==> config.mk <==
export PLATFORM = sky130hd
export DESIGN_NAME = taillamp_sequence_ctrl
export DESIGN_NICKNAME = d
export VERILOG_FILES = /design/src/rtl/taillamp_sequence_ctrl.sv
export SDC_FILE = /design/constraint.sdc
export NUM_CORES = 1
export LEC_CHECK = 0
export BUFFER_PORTS_ARGS = -buffer_cell sky130_fd_sc_hd__buf_4
export CAP_MARGIN = 20
export CORE_MARGIN = 10
export CORE_UTILIZATION = 55
export CTS_CLUSTER_DIAMETER = 120
export DETAILED_ROUTE_END_ITERATION = 16
export PLACE_DENSITY_LB_ADDON = 0.3
export SYNTH_ARGS = -nofsm -noshare
export SYNTH_HDL_FRONTEND = slang
export SYNTH_SLANG_ARGS = --single-unit
==> constraint.sdc <==
create_clock -name clk -period 2.05 [get_ports clk]
set_input_delay 0.1025 -clock clk [delete_from_list [all_inputs] [get_ports clk]]
set_output_delay 0.1025 -clock clk [all_outputs]
set_load 0.05 [all_outputs]
==> src/rtl/taillamp_sequence_ctrl.sv <==
// taillamp_sequence_ctrl: debounced START, pre-delay, per-tick step strobes over repeated passes, brake pause, 7-seg repeat digit
module taillamp_sequence_ctrl #(
  parameter int TICK_DIV  = 5_000_000,
  parameter int PRE_DELAY = 100_000_000,
  parameter int DEBOUNCE  = 1_000_000,
  parameter int NUM_STEPS = 45,
  parameter int REPEATS   = 9
) (
  input  logic       clk,
  input  logic       RESET,
  input  logic       START,
  input  logic       brake,
  output logic [5:0] step_idx,
  output logic       step_stb,
  output logic       running,
  output logic       brake_active,
  output logic       done,
  output logic [3:0] repeats_left,
  output logic [7:0] seg_n
);
  localparam int TW = $clog2(TICK_DIV + 1);
  localparam int PW = $clog2(PRE_DELAY + 1);
  localparam int DW = $clog2(DEBOUNCE + 1);

  typedef enum logic [2:0] {IDLE, PREDELAY, RUN, PAUSE, DONE} state_t;

  state_t        state;
  logic          start_s1, start_s2, brake_s1;
  logic          start_db, press;
  logic [DW-1:0] db_cnt;
  logic [PW-1:0] pre_cnt;
  logic [TW-1:0] tick;
  logic          tick_end, last_step;

  assign tick_end  = tick == TW'(TICK_DIV - 1);
  assign last_step = step_idx == 6'(NUM_STEPS - 1);

  // Two-flop synchronisers; the second brake stage is the brake_active output
  always_ff @(posedge clk or negedge RESET)
    if (!RESET) {start_s1, start_s2, brake_s1, brake_active} <= 4'b1100;
    else {start_s1, start_s2, brake_s1, brake_active} <= {START, start_s1, brake, brake_s1};

  // Debounce START and emit a one-cycle press on the released->pressed transition
  always_ff @(posedge clk or negedge RESET)
    if (!RESET) begin
      start_db <= 1'b1;
      db_cnt   <= '0;
      press    <= 1'b0;
    end else begin
      press <= 1'b0;
      if (start_s2 == start_db) db_cnt <= '0;
      else if (db_cnt == DW'(DEBOUNCE - 1)) begin
        start_db <= start_s2;
        db_cnt   <= '0;
        press    <= !start_s2;
      end else db_cnt <= db_cnt + 1'b1;
    end

  // Sequencer: pre-delay, tick/step/repeat counting, brake pause (resume edge counts as a RUN cycle)
  always_ff @(posedge clk or negedge RESET)
    if (!RESET) begin
      state        <= IDLE;
      step_idx     <= '0;
      step_stb     <= 1'b0;
      running      <= 1'b0;
      done         <= 1'b0;
      repeats_left <= 4'(REPEATS);
      pre_cnt      <= '0;
      tick         <= '0;
    end else begin
      step_stb <= 1'b0;
      case (state)
        IDLE: if (press) begin
          state   <= PREDELAY;
          pre_cnt <= '0;
        end
        PREDELAY: if (pre_cnt == PW'(PRE_DELAY - 1)) begin
          state    <= RUN;
          running  <= 1'b1;
          step_idx <= '0;
          step_stb <= 1'b1;
          tick     <= '0;
        end else pre_cnt <= pre_cnt + 1'b1;
        RUN, PAUSE: if (brake_active) state <= PAUSE;
        else begin
          state <= RUN;
          if (!tick_end) tick <= tick + 1'b1;
          else begin
            tick <= '0;
            if (!last_step) begin
              step_idx <= step_idx + 6'd1;
              step_stb <= 1'b1;
            end else begin
              step_idx     <= '0;
              repeats_left <= repeats_left - 4'd1;
              if (repeats_left == 4'd1) begin
                state   <= DONE;
                running <= 1'b0;
                done    <= 1'b1;
              end else step_stb <= 1'b1;
            end
          end
        end
        DONE: if (press) begin
          state        <= PREDELAY;
          done         <= 1'b0;
          pre_cnt      <= '0;
          repeats_left <= 4'(REPEATS);
        end
        default: state <= IDLE;
      endcase
    end

  // Active-low 7-segment digit for repeats_left; values above 9 show a dash
  always_comb
    case (repeats_left)
      4'd0:    seg_n = 8'h40;
      4'd1:    seg_n = 8'h79;
      4'd2:    seg_n = 8'h24;
      4'd3:    seg_n = 8'h30;
      4'd4:    seg_n = 8'h19;
      4'd5:    seg_n = 8'h12;
      4'd6:    seg_n = 8'h02;
      4'd7:    seg_n = 8'h78;
      4'd8:    seg_n = 8'h00;
      4'd9:    seg_n = 8'h10;
      default: seg_n = 8'h3F;
    endcase
endmodule

==> results of run 1 <==
==> final cells by class <==
| cell class | count | area share |
|---|---|---|
| inverters | 13 | 0.00709 |
| clock inverters | 4 | 0.00473 |
| well taps | 111 | 0.0202 |
| clock buffers | 12 | 0.0226 |
| repair buffers | 121 | 0.164 |
| flip-flops and latches | 92 | 0.336 |
| multi-input cells | 436 | 0.445 |
==> flip-flops by register name, summed over array words and instances (netlist names) <==
signal / cells
pre_cnt: 27
tick: 23
db_cnt: 20
step_idx: 6
repeats_left: 4
state: 3
brake_active: 1
brake_s1: 1
done: 1
press: 1
running: 1
start_db: 1
start_s1: 1
start_s2: 1
step_stb: 1
==> cells in the mapped netlist, types with 3 or more instances <==
cell type,count
sky130_fd_sc_hd__nor4b_1,5
sky130_fd_sc_hd__or3_1,8
sky130_fd_sc_hd__a21oi_1,43
sky130_fd_sc_hd__or4_1,32
sky130_fd_sc_hd__and2_1,4
sky130_fd_sc_hd__ha_1,10
sky130_fd_sc_hd__dfrtp_1,87
sky130_fd_sc_hd__mux2_2,4
sky130_fd_sc_hd__nand2_1,49
sky130_fd_sc_hd__o211ai_1,8
sky130_fd_sc_hd__o21ai_0,25
sky130_fd_sc_hd__dfstp_2,5
sky130_fd_sc_hd__nand4b_1,3
sky130_fd_sc_hd__o21a_1,5
sky130_fd_sc_hd__nand3_1,34
sky130_fd_sc_hd__nor2_1,48
sky130_fd_sc_hd__nand3b_1,3
sky130_fd_sc_hd__inv_1,13
sky130_fd_sc_hd__mux2i_1,3
sky130_fd_sc_hd__nor3_1,13
sky130_fd_sc_hd__or2_2,4
sky130_fd_sc_hd__o31ai_1,26
sky130_fd_sc_hd__and4_1,10
sky130_fd_sc_hd__xnor2_1,12
sky130_fd_sc_hd__and3_1,10
sky130_fd_sc_hd__nor4_1,5
sky130_fd_sc_hd__buf_2,9
sky130_fd_sc_hd__xor2_1,10
sky130_fd_sc_hd__nand4_1,25
sky130_fd_sc_hd__nand2b_1,6
sky130_fd_sc_hd__clkbuf_1,14
==> layer usage <==
layer,up-vias,routed length [um],part of all wire
li1,2331,-,-
met1,2492,6310,0.42
met2,210,7410,0.49
met3,31,977,0.065
met4,0,316,0.021
met5,-,0,0
==> final timing paths <==
| path | slack, ns | cells after the start | to | start |
|---|---|---|---|---|
| max | -0.22 | 6 | running | tick[13] |
| min | 0.23 | 2 | tick[11] | RESET |
| max reg2reg | -0.22 | 6 | running | tick[13] |
| min reg2reg | 0.36 | 0 | start_s2 | start_s1 |
| max in group asynchronous | 1.13 | 3 | repeats_left[3] | RESET |
| min in group clk | 0.36 | 0 | start_s2 | start_s1 |
==> stage by stage <==
stage | instances | setup TNS [ns]
floorplan | 566 | -0.0411
global placement | 747 | -2.46
detailed placement | 747 | -3.26
CTS | 775 | -0.910
global route | 789 | -5.14
finish | 789 | -2.87
==> report_power, final <==
group | internal (mW) | switching (mW)
clock | 0.517 | 0.683
sequential | 1.82 | 0.00802
combinational | 0.0211 | 0.0562
total | 2.36 | 0.747
==> worst reg2reg max path, cell delays in order (launching register included) <==
cell,delay (ns)
sky130_fd_sc_hd__dfrtp_1,0.44
sky130_fd_sc_hd__buf_4,0.15
sky130_fd_sc_hd__or4b_4,0.49
sky130_fd_sc_hd__nor4_4,0.29
sky130_fd_sc_hd__nand3b_1,0.15
sky130_fd_sc_hd__or3_1,0.37
sky130_fd_sc_hd__a21bo_2,0.25
==> what timing repair did <==
action / in CTS / in global routing
pin swaps: 7 / 35
hold buffers: 3 / 0
setup endpoints to repair: 42 / 68
hold endpoints to repair: 34 / 0
setup buffers: 8 / 6
gates cloned: 1 / 8
gates resized for setup: 16 / 70
==> logic make-up after synthesis <==
group | count (synthesis) | share of synthesized area
DFF | 92 | 0.445
and+or+nand+nor | 274 | 0.302
adders and majority gates | 10 | 0.0241
xor gates and xnor gates | 22 | 0.0371
buffers and inverters | 38 | 0.0304
muxes | 7 | 0.0145
AOI/OAI and AO/OA | 122 | 0.147
other | 1 | 0.000723
==> run_summary.xml, run 1 <==
<?xml version="1.0" encoding="UTF-8"?>
<metrics>
  <group name="outcome">
    <metric name="outcome" unit="">finished with violations</metric>
    <metric name="violations" unit="">setup timing</metric>
  </group>
  <group name="layout">
    <metric name="finalNetCount" unit="">687</metric>
    <metric name="most-common-layout-cells" unit="">95 x sky130_fd_sc_hd__buf_4, 83 x sky130_fd_sc_hd__dfrtp_1, 49 x sky130_fd_sc_hd__nand2_1</metric>
    <metric name="multi_input_area" unit="sq um">3060</metric>
    <metric name="finish.utilization" unit="">0.748</metric>
    <metric name="fillCellCount" unit="">625</metric>
    <metric name="area_growth_from_synthesis_to_layout" unit="%">32.6</metric>
    <metric name="antenna_cells" unit="">0</metric>
    <metric name="layout_commonest_cell" unit="">sky130_fd_sc_hd__buf_4</metric>
    <metric name="layout-drive-gt1-share" unit="">0.332</metric>
    <metric name="seqCellArea" unit="sq um">2310</metric>
    <metric name="post-route-cell-area" unit="sq um">6880</metric>
  </group>
  <group name="setup_path">
    <metric name="cp_max_fo" unit="">4</metric>
    <metric name="max_stage_delay" unit="ns">0.49</metric>
    <metric name="cp.buffers_inverters" unit="">1</metric>
    <metric name="worst_path_cell_chain" unit="">buf_4 &gt; or4b_4 &gt; nor4_4 &gt; nand3b_1 &gt; or3_1 &gt; a21bo_2</metric>
    <metric name="cpMaxStageDelayCell" unit="">sky130_fd_sc_hd__or4b_4</metric>
    <metric name="worst_setup_path_type" unit="">reg2reg</metric>
    <metric name="crit_family" unit="">simple AND/OR/NAND/NOR gates</metric>
    <metric name="critPathLaunchType" unit="">register</metric>
    <metric name="setup.worst_path.end_class" unit="">register</metric>
    <metric name="cp_data_required_time" unit="ns">2.31</metric>
    <metric name="worst-endpoint-arrival" unit="ns">2.53</metric>
  </group>
  <group name="synth">
    <metric name="synthFlopType" unit="">sky130_fd_sc_hd__dfrtp_1</metric>
    <metric name="post_synth_num_cell_types" unit="">56</metric>
    <metric name="synth_seq_cells" unit="">92</metric>
    <metric name="avgSynthCellArea" unit="sq um">9.17</metric>
    <metric name="synthesis.area" unit="sq um">5190</metric>
    <metric name="syn-num-nets" unit="">580</metric>
    <metric name="netlist.top_cell.by_area" unit="">sky130_fd_sc_hd__dfrtp_1</metric>
    <metric name="yosys-top-cells-area" unit="">sky130_fd_sc_hd__dfrtp_1 42%, sky130_fd_sc_hd__or4_1 4.6%, sky130_fd_sc_hd__a21oi_1 4.1%</metric>
    <metric name="synth.yosys.seq_area_share" unit="">0.445</metric>
    <metric name="ys_async_sr_fraction" unit="">1.00</metric>
    <metric name="synth_edf_count" unit="">0</metric>
    <metric name="synth_top_area_share" unit="">0.420</metric>
    <metric name="gate_count_post_synth" unit="">566</metric>
    <metric name="yosys_warnings" unit="">0</metric>
  </group>
  <group name="clock_tree">
    <metric name="cts_h_tree_lvls" unit="">3</metric>
    <metric name="number_of_cts_inserted_buffers" unit="">9</metric>
    <metric name="cts.path.max_buffers" unit="">2</metric>
    <metric name="cts.reportedPaths.clkPinSlew" unit="ns">0.11</metric>
    <metric name="worst_skew_pair.late_latency" unit="ns">0.38</metric>
    <metric name="clock-sinks" unit="">92</metric>
    <metric name="cts_tree" unit="">yes</metric>
    <metric name="clock_tree.root_cell" unit="">sky130_fd_sc_hd__clkbuf_8</metric>
  </group>
  <group name="global_routing">
    <metric name="largest_net_degree_at_the_start_of_global_routing" unit="">41</metric>
    <metric name="initial_antenna_violation_count" unit="">0</metric>
    <metric name="globalRouteMet3Util" unit="">0.0413</metric>
    <metric name="grt_pass1_vias" unit="">4738</metric>
    <metric name="global_route_wire_length_before_repair" unit="um">22100</metric>
    <metric name="track_usage" unit="">0.197</metric>
    <metric name="global_route.usage.met2" unit="">0.330</metric>
    <metric name="globalRoute.busiestLayer" unit="">met2</metric>
    <metric name="gr-usage-met1" unit="">0.248</metric>
    <metric name="grt_overflow_total" unit="">0</metric>
  </group>
  <group name="sta">
    <metric name="period_minus_slack" unit="ns">2.27</metric>
    <metric name="timing_max_transition_violations_final" unit="">0</metric>
    <metric name="grt_setup_unrepaired" unit="">true</metric>
    <metric name="setup_slack" unit="ns">-0.220</metric>
    <metric name="timing.clock.skew" unit="ns">0.0226</metric>
    <metric name="layout_worst_path_cycle_share" unit="">1.11</metric>
    <metric name="final.hold.worst_slack" unit="ns">0.226</metric>
    <metric name="timing_worst_slew_pin_value" unit="ns">0.515</metric>
    <metric name="fmax" unit="GHz">0.441</metric>
    <metric name="final-setup-viol-count" unit="">32</metric>
    <metric name="finalHoldViolations" unit="">0</metric>
    <metric name="max_slew_margin" unit="">0.656</metric>
  </group>
  <group name="place">
    <metric name="port_buffers" unit="">24</metric>
    <metric name="detailedPlace.worstSlack" unit="ns">-0.120</metric>
    <metric name="place_hpwl" unit="um">9270</metric>
    <metric name="placement.cell_area" unit="sq um">6030</metric>
    <metric name="routabilityCongestion" unit="">0.873</metric>
  </group>
  <group name="run">
    <metric name="max-cap-violations" unit="">0</metric>
  </group>
  <group name="die">
    <metric name="die_area" unit="sq um">13700</metric>
    <metric name="core-area" unit="sq um">9200</metric>
    <metric name="number_of_top_level_pins" unit="">26</metric>
    <metric name="dieWidth" unit="um">117</metric>
    <metric name="floorplan.initialDensity" unit="">0.564</metric>
    <metric name="die_height" unit="um">117</metric>
    <metric name="placementRows" unit="">35</metric>
  </group>
  <group name="detailed_routing">
    <metric name="totalWireLength" unit="um">15000</metric>
    <metric name="detailroute.via_count" unit="">5064</metric>
    <metric name="drt-vias-per-instance" unit="">6.42</metric>
    <metric name="ant_nets" unit="">0</metric>
    <metric name="drt_iter0_drc" unit="">498</metric>
    <metric name="route.detailed.wl_per_inst" unit="um">19.0</metric>
    <metric name="drt_pass1_iterations" unit="">5</metric>
    <metric name="remaining_drc_errors" unit="">0</metric>
  </group>
  <group name="pwr">
    <metric name="power_per_cell_area" unit="nW/um^2">452</metric>
    <metric name="report.power.total" unit="mW">3.11</metric>
    <metric name="total_leakage_power" unit="nW">2.90</metric>
    <metric name="ir_drop" unit="uV">292</metric>
  </group>
  <group name="min_path">
    <metric name="hp-class" unit="">in2async</metric>
  </group>
</metrics>
Power figures use the tool's default switching activity.
==> run 2, diff against run 1 <==
REMOVE_ABC_BUFFERS = 1   (was default)
==> run 2 against run 1 <==
Net effect: the run still ends with setup timing left; clock skew down 0.0082 ns; global-route usage rose by 0.35 points; wire length is 4.0% lower; clock power up 20%; count of clock-buffer cells in the layout shrank 3; non-clock buffer count shrank 6; sequential power hardly changed; first-iteration DRC count is 15% lower; hold slack worse by 0.012 ns; maximum frequency is 0.36% higher; combinational power up 2%; largest power group unchanged.
==> run_summary.xml, run 2 (synthesized netlist as in run 1, its figures left out) <==
<?xml version="1.0" encoding="UTF-8"?>
<metrics>
  <group name="setup_path">
    <metric name="setup.worst_path.end_class" unit="">register</metric>
    <metric name="cp_data_required_time" unit="ns">2.34</metric>
    <metric name="r2r_end" unit="">tick[2]</metric>
    <metric name="worst-endpoint-arrival" unit="ns">2.55</metric>
    <metric name="cp_max_fo" unit="">20</metric>
    <metric name="worst_r2r_startpoint" unit="">pre_cnt[0]</metric>
    <metric name="timing.reg2reg.setup_slack" unit="ns">-0.21</metric>
    <metric name="cpMaxStageDelayCell" unit="">sky130_fd_sc_hd__dfrtp_1</metric>
    <metric name="critPathLaunchType" unit="">register</metric>
    <metric name="worst_path_cell_chain" unit="">ha_2 &gt; nor4bb_4 &gt; nand4_1 &gt; o21a_4 &gt; bufbuf_16 &gt; or3_4 &gt; a21oi_2</metric>
    <metric name="worst_setup_path_type" unit="">reg2reg</metric>
    <metric name="max_stage_delay" unit="ns">0.38</metric>
    <metric name="reg2reg_depth" unit="">7</metric>
  </group>
  <group name="outcome">
    <metric name="violations" unit="">setup timing</metric>
    <metric name="outcome" unit="">finished with violations</metric>
  </group>
  <group name="pwr">
    <metric name="switchingPower" unit="mW">0.790</metric>
    <metric name="report.power.total" unit="mW">3.35</metric>
    <metric name="power_frac_clock" unit="">0.429</metric>
    <metric name="pwr-share-comb" unit="">0.024</metric>
    <metric name="power_per_cell_area" unit="nW/um^2">486</metric>
    <metric name="power.share.switching" unit="">0.236</metric>
    <metric name="cell_internal_pwr" unit="mW">2.56</metric>
    <metric name="power_frac_seq" unit="">0.547</metric>
    <metric name="total_leakage_power" unit="nW">2.90</metric>
    <metric name="ir_drop" unit="uV">386</metric>
  </group>
  <group name="die">
    <metric name="die_height" unit="um">117</metric>
    <metric name="placementRows" unit="">35</metric>
    <metric name="floorplan.initialDensity" unit="">0.564</metric>
    <metric name="die_area" unit="sq um">13700</metric>
    <metric name="core-area" unit="sq um">9200</metric>
    <metric name="number_of_top_level_pins" unit="">26</metric>
    <metric name="dieWidth" unit="um">117</metric>
  </group>
  <group name="clock_tree">
    <metric name="cts_h_tree_lvls" unit="">3</metric>
    <metric name="cts.path.max_buffers" unit="">2</metric>
    <metric name="cts.reportedPaths.clkPinSlew" unit="ns">0.10</metric>
    <metric name="clock_tree.root_cell" unit="">sky130_fd_sc_hd__clkbuf_8</metric>
    <metric name="cts_tree" unit="">yes</metric>
    <metric name="number_of_cts_inserted_buffers" unit="">9</metric>
    <metric name="clock-sinks" unit="">92</metric>
    <metric name="worst_skew_pair.late_latency" unit="ns">0.37</metric>
  </group>
  <group name="sta">
    <metric name="layout_worst_path_cycle_share" unit="">1.10</metric>
    <metric name="grt_setup_unrepaired" unit="">true</metric>
    <metric name="timing_max_transition_violations_final" unit="">0</metric>
    <metric name="fmax" unit="GHz">0.442</metric>
    <metric name="setup_slack" unit="ns">-0.211</metric>
    <metric name="timing.clock.skew" unit="ns">0.0145</metric>
    <metric name="finalHoldViolations" unit="">0</metric>
    <metric name="final-setup-viol-count" unit="">29</metric>
    <metric name="period_minus_slack" unit="ns">2.26</metric>
  </group>
  <group name="place">
    <metric name="place_hpwl" unit="um">8840</metric>
    <metric name="placement.cell_area" unit="sq um">5990</metric>
    <metric name="port_buffers" unit="">24</metric>
    <metric name="detailedPlace.worstSlack" unit="ns">-0.188</metric>
    <metric name="routabilityCongestion" unit="">0.888</metric>
    <metric name="dp_cells" unit="">747</metric>
  </group>
  <group name="global_routing">
    <metric name="track_usage" unit="">0.200</metric>
    <metric name="grt_overflow_total" unit="">0</metric>
    <metric name="largest_net_degree_at_the_start_of_global_routing" unit="">43</metric>
    <metric name="initial_antenna_violation_count" unit="">0</metric>
    <metric name="global_route_wire_length_before_repair" unit="um">22300</metric>
    <metric name="grt_pass1_vias" unit="">4695</metric>
  </group>
  <group name="detailed_routing">
    <metric name="drt_iter0_drc" unit="">425</metric>
    <metric name="drt_pass1_iterations" unit="">6</metric>
    <metric name="detailroute.via_count" unit="">5024</metric>
    <metric name="remaining_drc_errors" unit="">0</metric>
    <metric name="ant_nets" unit="">0</metric>
    <metric name="drt-vias-per-instance" unit="">6.42</metric>
    <metric name="totalWireLength" unit="um">14400</metric>
    <metric name="route.detailed.wl_per_inst" unit="um">18.4</metric>
  </group>
  <group name="run">
    <metric name="max-cap-violations" unit="">0</metric>
  </group>
  <group name="layout">
    <metric name="layout-drive-gt1-share" unit="">0.342</metric>
    <metric name="layout_commonest_cell" unit="">sky130_fd_sc_hd__buf_4</metric>
    <metric name="post-route-cell-area" unit="sq um">6880</metric>
    <metric name="fillCellCount" unit="">635</metric>
    <metric name="finish.utilization" unit="">0.748</metric>
    <metric name="finalNetCount" unit="">681</metric>
    <metric name="final_cells" unit="">783</metric>
    <metric name="most-common-layout-cells" unit="">96 x sky130_fd_sc_hd__buf_4, 87 x sky130_fd_sc_hd__dfrtp_1, 49 x sky130_fd_sc_hd__nand2_1</metric>
    <metric name="antenna_cells" unit="">0</metric>
    <metric name="largest_registers" unit="">pre_cnt x27, tick x23, db_cnt x20</metric>
    <metric name="biggest_register" unit="">pre_cnt</metric>
    <metric name="area_growth_from_synthesis_to_layout" unit="%">32.6</metric>
    <metric name="largest_reg_flops" unit="">27</metric>
  </group>
  <group name="min_path">
    <metric name="hp-class" unit="">in2async</metric>
  </group>
</metrics>
-- run 2: worst max-delay path: cells and delay by family, from the launching register on --
kind,cells,cell delay [ns]
flops,1,0.38
simple gates,3,0.82
fa+ha+maj,1,0.21
compound gates,2,0.48
buf+inv,1,0.30
-- run 2: how the worst max path moves through the flow --
stage,startpoint,to,cells past startpoint
floorplan,repeats_left[1],seg_n[4],4
global placement,state[2],step_idx[3],6
detailed placement,pre_cnt[0],tick[11],7
CTS,tick[17],step_idx[3],5
global route,pre_cnt[11],tick[2],6
finish,pre_cnt[0],tick[2],7
-- run 2: cell type report --
cell class                      instances  area, sq um  area share
Sequential cell                        92         2310       0.336
Multi-Input combinational cell        436         3130       0.455
Timing Repair Buffer                  115         1020       0.149
Inverter                               13         48.8     0.00709
Clock buffer                            9          124      0.0180
Tap cell                              111          139      0.0202
Clock inverter                          7          108      0.0156
-- run 2: per-layer routing --
| layer | track usage | routed length (um) | vias to the layer above |
|---|---|---|---|
| met5 | 0 | 0 | - |
| met1 | 0.260 | 6220 | 2500 |
| met2 | 0.323 | 7130 | 177 |
| li1 | - | - | 2323 |
| met3 | 0.0382 | 771 | 24 |
| met4 | 0.0758 | 294 | 0 |
-- run 2: timing repair --
action,in CTS,in global routing
resized for setup,26,84
setup buffers,8,9
gates cloned,1,3
pin swaps,18,31
endpoints found under the setup margin,33,78
hold endpoints to repair,32,0
hold buffers,3,0
-- run 2: power by group through the flow --
stage | Combinational, mW | Clock, mW | Sequential [mW]
2_1_floorplan | 0.0176 | 0 | 1.87
3_3_place_gp | 0.0748 | 0 | 1.87
3_5_place_dp | 0.0769 | 0 | 1.87
4_1_cts | 0.0812 | 1.45 | 1.83
5_1_grt | 0.0900 | 1.53 | 1.83
6_report | 0.0791 | 1.44 | 1.83
-- run 2: stage by stage --
stage / hold slack [ns] / TNS (ns)
finish: 0.214 / -3.34
floorplan: -0.193 / -9.52
detailed placement: 0.0853 / -4.12
CTS: 0.228 / -2.45
global route: 0.240 / -6.48
global placement: 0.0793 / -2.90
